## src/rtl/kernel_fetch_sequencer.sv

```systemverilog
// Kernel fetch sequencer: on start, issues KernelRows read requests to the memory
// access controller, assembles the returned rows into one kernel word, and reports
// done or a timeout error.
module kernel_fetch_sequencer #(
  parameter int unsigned KernelRows = 3,
  parameter int unsigned RowStride  = 3,
  parameter logic [1:0]  MaOp       = 2'b00,
  parameter int unsigned Timeout    = 255
) (
  input  logic                    clk_i,
  input  logic                    rst_ni,
  input  logic                    start_i,
  input  logic [47:0]             kernel_base_i,
  output logic                    busy_o,
  output logic                    done_o,
  output logic                    error_o,
  output logic                    kernel_valid_o,
  output logic [48*KernelRows-1:0] kernel_o,
  output logic                    ma_enable_o,
  output logic [2:0]              ma_ctrl_o,
  output logic [47:0]             ma_address_o,
  input  logic [47:0]             ma_read_i,
  input  logic                    ma_handshake_i
);

  localparam int unsigned RowW   = (KernelRows > 1) ? $clog2(KernelRows) : 1;
  localparam int unsigned TimerW = $clog2(Timeout + 1);

  typedef enum logic [2:0] {
    StIdle,
    StReq,
    StWait,
    StGap,
    StDone,
    StErr
  } state_e;

  state_e                  state_q, state_d;
  logic [RowW-1:0]         row_q, row_d;
  logic [TimerW-1:0]       timer_q, timer_d;
  logic [47:0]             base_q, base_d;
  logic                    busy_q, busy_d;
  logic                    done_q, done_d;
  logic                    error_q, error_d;
  logic                    kvalid_q, kvalid_d;
  logic [48*KernelRows-1:0] kernel_q, kernel_d;
  logic                    en_q, en_d;
  logic [2:0]              ctrl_q, ctrl_d;
  logic [47:0]             addr_q, addr_d;

  logic [47:0]             row_offset;
  logic                    last_row;
  logic                    timer_last;

  // Address arithmetic wraps modulo 2^48 by truncation.
  assign row_offset = 48'(row_q) * 48'(RowStride);
  assign last_row   = (row_q == RowW'(KernelRows - 1));
  assign timer_last = (timer_q == TimerW'(Timeout - 1));

  // Next-state and registered-output logic.
  always_comb begin
    state_d  = state_q;
    row_d    = row_q;
    timer_d  = timer_q;
    base_d   = base_q;
    busy_d   = busy_q;
    done_d   = 1'b0;
    error_d  = error_q;
    kvalid_d = kvalid_q;
    kernel_d = kernel_q;
    en_d     = en_q;
    ctrl_d   = ctrl_q;
    addr_d   = addr_q;

    unique case (state_q)
      StIdle, StErr: begin
        if (start_i) begin
          base_d   = kernel_base_i;
          row_d    = '0;
          busy_d   = 1'b1;
          kvalid_d = 1'b0;
          error_d  = 1'b0;
          state_d  = StReq;
        end
      end
      StReq: begin
        addr_d  = base_q + row_offset;
        ctrl_d  = {MaOp, 1'b0};
        en_d    = 1'b1;
        timer_d = '0;
        state_d = StWait;
      end
      StWait: begin
        // A handshake wins over a simultaneous timer expiry.
        if (ma_handshake_i) begin
          for (int unsigned r = 0; r < KernelRows; r++) begin
            if (row_q == RowW'(r)) begin
              kernel_d[48*r +: 48] = ma_read_i;
            end
          end
          en_d    = 1'b0;
          state_d = StGap;
        end else if (timer_last) begin
          en_d    = 1'b0;
          busy_d  = 1'b0;
          error_d = 1'b1;
          state_d = StErr;
        end else begin
          timer_d = timer_q + 1'b1;
        end
      end
      StGap: begin
        // Controller must drop its handshake before the next request goes out.
        if (!ma_handshake_i) begin
          if (last_row) begin
            done_d   = 1'b1;
            kvalid_d = 1'b1;
            busy_d   = 1'b0;
            state_d  = StDone;
          end else begin
            row_d   = row_q + 1'b1;
            state_d = StReq;
          end
        end
      end
      StDone: begin
        state_d = StIdle;
      end
      default: begin
        state_d = StIdle;
      end
    endcase
  end

  // State and output registers with synchronous active-low reset.
  always_ff @(posedge clk_i) begin
    if (!rst_ni) begin
      state_q  <= StIdle;
      row_q    <= '0;
      timer_q  <= '0;
      base_q   <= '0;
      busy_q   <= 1'b0;
      done_q   <= 1'b0;
      error_q  <= 1'b0;
      kvalid_q <= 1'b0;
      kernel_q <= '0;
      en_q     <= 1'b0;
      ctrl_q   <= '0;
      addr_q   <= '0;
    end else begin
      state_q  <= state_d;
      row_q    <= row_d;
      timer_q  <= timer_d;
      base_q   <= base_d;
      busy_q   <= busy_d;
      done_q   <= done_d;
      error_q  <= error_d;
      kvalid_q <= kvalid_d;
      kernel_q <= kernel_d;
      en_q     <= en_d;
      ctrl_q   <= ctrl_d;
      addr_q   <= addr_d;
    end
  end

  assign busy_o         = busy_q;
  assign done_o         = done_q;
  assign error_o        = error_q;
  assign kernel_valid_o = kvalid_q;
  assign kernel_o       = kernel_q;
  assign ma_enable_o    = en_q;
  assign ma_ctrl_o      = ctrl_q;
  assign ma_address_o   = addr_q;

endmodule

```

## config.mk

```make
export PLATFORM = sky130hd
export DESIGN_NAME = kernel_fetch_sequencer
export DESIGN_NICKNAME = d
export VERILOG_FILES = /design/src/rtl/kernel_fetch_sequencer.sv
export SDC_FILE = /design/constraint.sdc
export NUM_CORES = 1
export LEC_CHECK = 0
export BUFFER_PORTS_ARGS = -buffer_cell sky130_fd_sc_hd__buf_2
export CAP_MARGIN = 5
export CORE_AREA = 3 3 145 147
export CTS_CLUSTER_SIZE = 8
export DETAILED_ROUTE_END_ITERATION = 7
export DIE_AREA = 0 0 148 150
export GPL_ROUTABILITY_DRIVEN = 0
export GPL_TIMING_DRIVEN = 0
export PLACE_DENSITY = 0.77
export SETUP_SLACK_MARGIN = 0.15
export SLEW_MARGIN = 10
export SYNTH_ARGS = -nofsm -noshare
export SYNTH_HDL_FRONTEND = slang
export SYNTH_SLANG_ARGS = --single-unit
```

## constraint.sdc

```tcl
create_clock -name clk_i -period 3.35 [get_ports clk_i]
set_input_delay 0.1675 -clock clk_i [delete_from_list [all_inputs] [get_ports clk_i]]
set_output_delay 0.1675 -clock clk_i [all_outputs]
set_load 0.05 [all_outputs]
```

==> results by stage <==
Setup path:
- Grouping stages by cell kind, the critical path spends the most delay in simple AND/OR/NAND/NOR gates.
- The critical path goes through inv_1 -> fa_1 -> inv_1 -> ha_1 -> nand3_1 -> a21oi_4 -> nand4_1 -> clkbuf_1 -> or4_1 -> a31oi_1.
- The critical path depth is 10.
- The required arrival time at the worst endpoint is 3.77 ns.
- The most numerous cell on the critical path is sky130_fd_sc_hd__inv_1.
- Counting cells, the worst reg-to-reg path comes to 10.
- The endpoint identified for the worst register-to-register timing path is ma_address_o[46]$_SDFFE_PN0P_.
- The startpoint of the most critical register-to-register path is row_q[0]$_SDFFE_PN0P_.
- The most critical setup path has its startpoint at row_q[0]$_SDFFE_PN0P_.
- The type of element launching the critical path is a flop.
- The kind of end point of the critical path is a flop.
- The critical path ends at ma_address_o[46]$_SDFFE_PN0P_.
- Data arrives at the worst endpoint at 3.47 ns.
- The buffers plus inverters on the worst setup path is 3.
- The worst register-to-register path has a setup slack of 0.30 ns.
- The startpoint-to-endpoint class of the critical path is flop to flop.
- For this design, the slowest cell found on the critical path is sky130_fd_sc_hd__fa_1.
- The biggest fanout along the worst timing path is 10.
- The largest single stage delay on the critical path is 0.48 ns.

Power and ir drop:
- Of the total power, registers draw 43.3%.
- The clock network is responsible for 43.1% of the overall power.
- The switching portion of total power is 27.3%.
- VDD sags by at most 0.406 mV.
- Combinational cells account for 13.5% of the total power.
- The internal portion of the total power is 5.57 mW.
- The power per cell area is 543 mW/mm².
- Summed over all nets, the switching power comes to 2.09 mW.
- The static leakage is 5.75 nW.

Detailed routing:
- The post-route antenna net violation count is 0.
- The post-detailed-route wirelength per cell is 16.8 µm.
- The number of iterations in the first detailed-routing pass is 6.
- The number of DRC markers in iteration 0 is 756.
- In the routed layout, each cell is associated on average with a via count of 5.48.
- Detailed routing inserted a total of 11,000 vias.
- The detailed-route wire length is 33,800 µm.
- In the routed design, unresolved DRC markers number 0.

Finish:
- Summing all multi-input logic gate instances after layout gives 0.00470 mm².
- Registers take 0.00516 mm².
- In the final design database the tool counted 1,845 nets.
- Of the cells placed in the final design, the portion with a size suffix greater than 1 is 21.1%.
- The final cell count without fillers is 2,006.
- The utilization after layout is 70.4%.
- Counting the fill cells in the layout gives 1,589.
- Relative to the synthesized area, the layout overhead comes to 37.3%.
- The final design area excluding fillers is 0.0141 mm².

Yosys:
- After synthesis, the share of flip-flops with an asynchronous set or reset is 0%.
- Yosys printed 0 warnings.
- The biggest area contributor in the post-synthesis netlist is sky130_fd_sc_hd__dfxtp_1.
- Of the post-synthesis cell area, the dominant cell type holds 50.3%.
- In the synthesized netlist the dominant register cell turns out to be sky130_fd_sc_hd__dfxtp_1.
- The mapped netlist covers 0.0103 mm².
- The number of library cell types mapped by synthesis is 54.
- The sequential cell area fraction in the yosys report is 50.3%.
- A synthesized cell averages 7.93 µm².
- In this run, synthesis inferred 0 flip-flops with an integrated enable.
- In the synthesized netlist, the number of instances is 1,295.
- After synthesis, the cell types taking the most area are sky130_fd_sc_hd__dfxtp_1, sky130_fd_sc_hd__nand2_1, sky130_fd_sc_hd__a21oi_1, sky130_fd_sc_hd__clkbuf_1, sky130_fd_sc_hd__o21ai_0.
- The post-synthesis register bit count is 258.

STA:
- The final hold violation count was 0.
- The final critical-path required period is 3.05 ns.
- The final critical-path share of the clock period is 91.1%.
- Setup repair after global routing left no endpoint under its margin.
- Adding up every negative setup slack in the final design gives 0 ns.
- The measured slew at the worst slew-check pin is 0.684 ns.
- Setup violations remaining at the end of the flow were counted as 0.
- For this run, the top clock speed supported by timing is 328 MHz.
- The worst hold slack is 0.178 ns.
- The worst setup skew after layout is 0.0163 ns.
- Headroom to the max-slew limit came out at 53.8%.
- The number of max-slew violations in the final report came to 0.

CTS:
- Clock tree synthesis selected as its root buffer the cell sky130_fd_sc_hd__clkbuf_16.
- The clock drives 258 sinks.
- The clock reaches the later pin of the worst-skew pair after 0.51 ns.
- In this run, CTS created clock tree buffers numbering 38.
- TritonCTS built the clock tree.
- The deepest level of the CTS H-tree is 2.
- The clock-pin slew of the registers on the worst-case setup and hold paths is 0.05 ns.
- The maximum buffer depth of the clock tree is 3.

Outcome:
- The flow ran to the end, and the final reports show no timing, DRC or antenna violations.

GRT:
- The first-pass GRT wire length is 52,000 µm.
- The number of global-route vias before repair was 10,200.
- Entering global routing, the biggest net connects 11 pins.
- The global route total overflow is 0.
- The initial antenna violation count came to 1.
- In the global route stage, overall resource usage came out at 28.8%.

Placed design:
- The wire-length estimate of the detail-placed layout is 23,200 µm.
- The placed cell count is 1,862.
- Once placement finished, the instance area stood at 0.0121 mm².
- Buffers placed on the I/O ports in this run total 295.

Floorplanning:
- The initial standard-cell utilization of the core is 51.3%.
- In this run the count of I/O pins placed on the die edge is 300.
- The core region is 0.0200 mm².
- The die covers 0.0222 mm².
- The number of rows created at floorplan is 52.
- The die is 150 µm tall.
- The die width is 148 µm.

Run:
- The reported max-cap violation count is 0.

Hold path:
- The type of the tightest min-delay check is input pin to flop.
## metal layers
layer / track usage, % / vias up / part of all wire (%)
li1: - / 5201 / -
met1: 36.1 / 5102 / 39
met5: 0 / - / 0
met3: 6.00 / 125 / 8.7
met4: 13.9 / 0 / 4.7
met2: 47.5 / 561 / 47
## synthesized netlist by cell type (2+ instances only)
cell and instances:
sky130_fd_sc_hd__nand2_1 420, sky130_fd_sc_hd__dfxtp_1 258, sky130_fd_sc_hd__a21oi_1 226, sky130_fd_sc_hd__clkbuf_1 84
sky130_fd_sc_hd__o21ai_0 40, sky130_fd_sc_hd__nor2_1 36, sky130_fd_sc_hd__xor2_1 21, sky130_fd_sc_hd__nand3_1 20
sky130_fd_sc_hd__nand4_1 18, sky130_fd_sc_hd__xnor2_1 17, sky130_fd_sc_hd__a211oi_1 13, sky130_fd_sc_hd__inv_1 13
sky130_fd_sc_hd__a31oi_1 10, sky130_fd_sc_hd__ha_1 10, sky130_fd_sc_hd__or4_1 9, sky130_fd_sc_hd__and2_1 8
sky130_fd_sc_hd__and4_1 8, sky130_fd_sc_hd__nor3_1 8, sky130_fd_sc_hd__o31ai_1 7, sky130_fd_sc_hd__or3_1 6
sky130_fd_sc_hd__nor4_2 5, sky130_fd_sc_hd__and3_1 4, sky130_fd_sc_hd__nor3b_1 4, sky130_fd_sc_hd__buf_1 3
sky130_fd_sc_hd__buf_4 3, sky130_fd_sc_hd__mux2i_1 3, sky130_fd_sc_hd__nor4_1 3, sky130_fd_sc_hd__o21a_1 3
sky130_fd_sc_hd__or2_2 3, sky130_fd_sc_hd__a21o_1 2, sky130_fd_sc_hd__buf_2 2, sky130_fd_sc_hd__fa_1 2
sky130_fd_sc_hd__nand2b_1 2, sky130_fd_sc_hd__nand4_2 2, sky130_fd_sc_hd__nor2b_1 2, sky130_fd_sc_hd__nor3_2 2
## layout make-up
type | instances | share of cell area, %
sequential | 258 | 36.6
multi-input combinational | 932 | 33.3
timing repair buffer | 396 | 17.6
clock buffer | 40 | 6.95
buffer | 93 | 2.64
tap | 270 | 2.40
inverter | 14 | 0.373
clock inverter | 2 | 0.115
antenna | 1 | 0.0177
## registers in the layout, summed over array words and instances, names as in the netlist
| name | count |
|---|---|
| base_q | 48 |
| busy_o | 1 |
| done_o | 1 |
| error_o | 1 |
| kernel_o | 144 |
| kernel_valid_o | 1 |
| ma_address_o | 48 |
| ma_enable_o | 1 |
| row_q | 2 |
| state_q | 3 |
| timer_q | 8 |
## power groups by stage
stage          Combinational [mW]  Clock, mW  Sequential (mW)
2_1_floorplan               0.346          0             3.64
3_3_place_gp                0.914          0             3.37
3_5_place_dp                0.925          0             3.37
4_1_cts                      1.02       3.33             3.31
5_1_grt                      1.11       3.45             3.33
6_report                     1.03       3.30             3.32
## worst min-delay path by stage
| stage | start | to | slack [ns] | cells past startpoint |
|---|---|---|---|---|
| finish | ma_handshake_i | done_o$_SDFF_PP0_ | 0.18 | 2 |
| global placement | kernel_base_i[22] | base_q[22]$_SDFFE_PN0P_ | 0.41 | 3 |
| global route | ma_handshake_i | done_o$_SDFF_PP0_ | 0.20 | 2 |
| detailed placement | kernel_base_i[19] | base_q[19]$_SDFFE_PN0P_ | 0.41 | 3 |
| CTS | ma_handshake_i | done_o$_SDFF_PP0_ | 0.14 | 2 |
| floorplan | kernel_base_i[1] | base_q[1]$_SDFFE_PN0P_ | 0.30 | 2 |
## kinds of logic after synthesis
kind of cell / Yosys count / synth area share, %
adders and majority gates: 12 / 1.61
AOI/OAI and AO/OA: 309 / 16.0
and+or+nand+nor: 566 / 24.3
other: 1 / 0.0365
DFF: 258 / 50.3
muxes: 4 / 0.402
buffers and inverters: 107 / 4.12
xor gates and xnor gates: 38 / 3.24
## worst register-to-register path, stage by stage, from the launching register on
cell                       delay, ns
sky130_fd_sc_hd__dfxtp_1        0.36
sky130_fd_sc_hd__inv_1          0.12
sky130_fd_sc_hd__fa_1           0.48
sky130_fd_sc_hd__inv_1          0.06
sky130_fd_sc_hd__ha_1           0.19
sky130_fd_sc_hd__nand3_1        0.22
sky130_fd_sc_hd__a21oi_4        0.35
sky130_fd_sc_hd__nand4_1        0.28
sky130_fd_sc_hd__clkbuf_1       0.29
sky130_fd_sc_hd__or4_1          0.45
sky130_fd_sc_hd__a31oi_1        0.17
## timing repair
action / 4_1_cts / 5_1_grt
setup buffers: 0 / 5
endpoints found under the hold margin: 192 / 0
hold buffers: 96 / 0
setup endpoints to repair: 0 / 6
gates resized for setup: 0 / 2
## cells in the final DEF (no fill, tap or decap), types with 3 or more instances in the layout
master	synthesis	routed
sky130_fd_sc_hd__inv_1	13	13
sky130_fd_sc_hd__nor4_1	3	3
sky130_fd_sc_hd__a211oi_1	13	13
sky130_fd_sc_hd__xor2_1	21	21
sky130_fd_sc_hd__nor4_2	5	5
sky130_fd_sc_hd__or4_1	9	9
sky130_fd_sc_hd__nand4_1	18	18
sky130_fd_sc_hd__o21ai_0	40	40
sky130_fd_sc_hd__nand2_1	420	420
sky130_fd_sc_hd__and3_1	4	4
sky130_fd_sc_hd__buf_1	3	3
sky130_fd_sc_hd__or2_2	3	3
sky130_fd_sc_hd__nor3_1	8	8
sky130_fd_sc_hd__a21oi_1	226	226
sky130_fd_sc_hd__mux2i_1	3	3
sky130_fd_sc_hd__conb_1	1	3
sky130_fd_sc_hd__o31ai_1	7	7
sky130_fd_sc_hd__a31oi_1	10	10
sky130_fd_sc_hd__clkbuf_1	84	85
sky130_fd_sc_hd__buf_2	2	296
sky130_fd_sc_hd__dlygate4sd3_1	0	96
sky130_fd_sc_hd__or3_1	6	6
sky130_fd_sc_hd__nand3_1	20	20
sky130_fd_sc_hd__and2_1	8	8
sky130_fd_sc_hd__nor2_1	36	36
sky130_fd_sc_hd__buf_4	3	8
sky130_fd_sc_hd__ha_1	10	10
sky130_fd_sc_hd__nor3b_1	4	4
sky130_fd_sc_hd__dfxtp_1	258	258
sky130_fd_sc_hd__xnor2_1	17	17
sky130_fd_sc_hd__o21a_1	3	3
sky130_fd_sc_hd__clkbuf_16	0	39
sky130_fd_sc_hd__and4_1	8	8
## metrics by stage
stage	setup slack [ns]	total power [mW]
2_1_floorplan	0.638	3.99
3_5_place_dp	0.233	4.30
4_1_cts	0.195	7.66
3_3_place_gp	0.290	4.28
6_report	0.298	7.65
5_1_grt	0.138	7.89
Note: power is estimated with default switching activity, not from simulation.
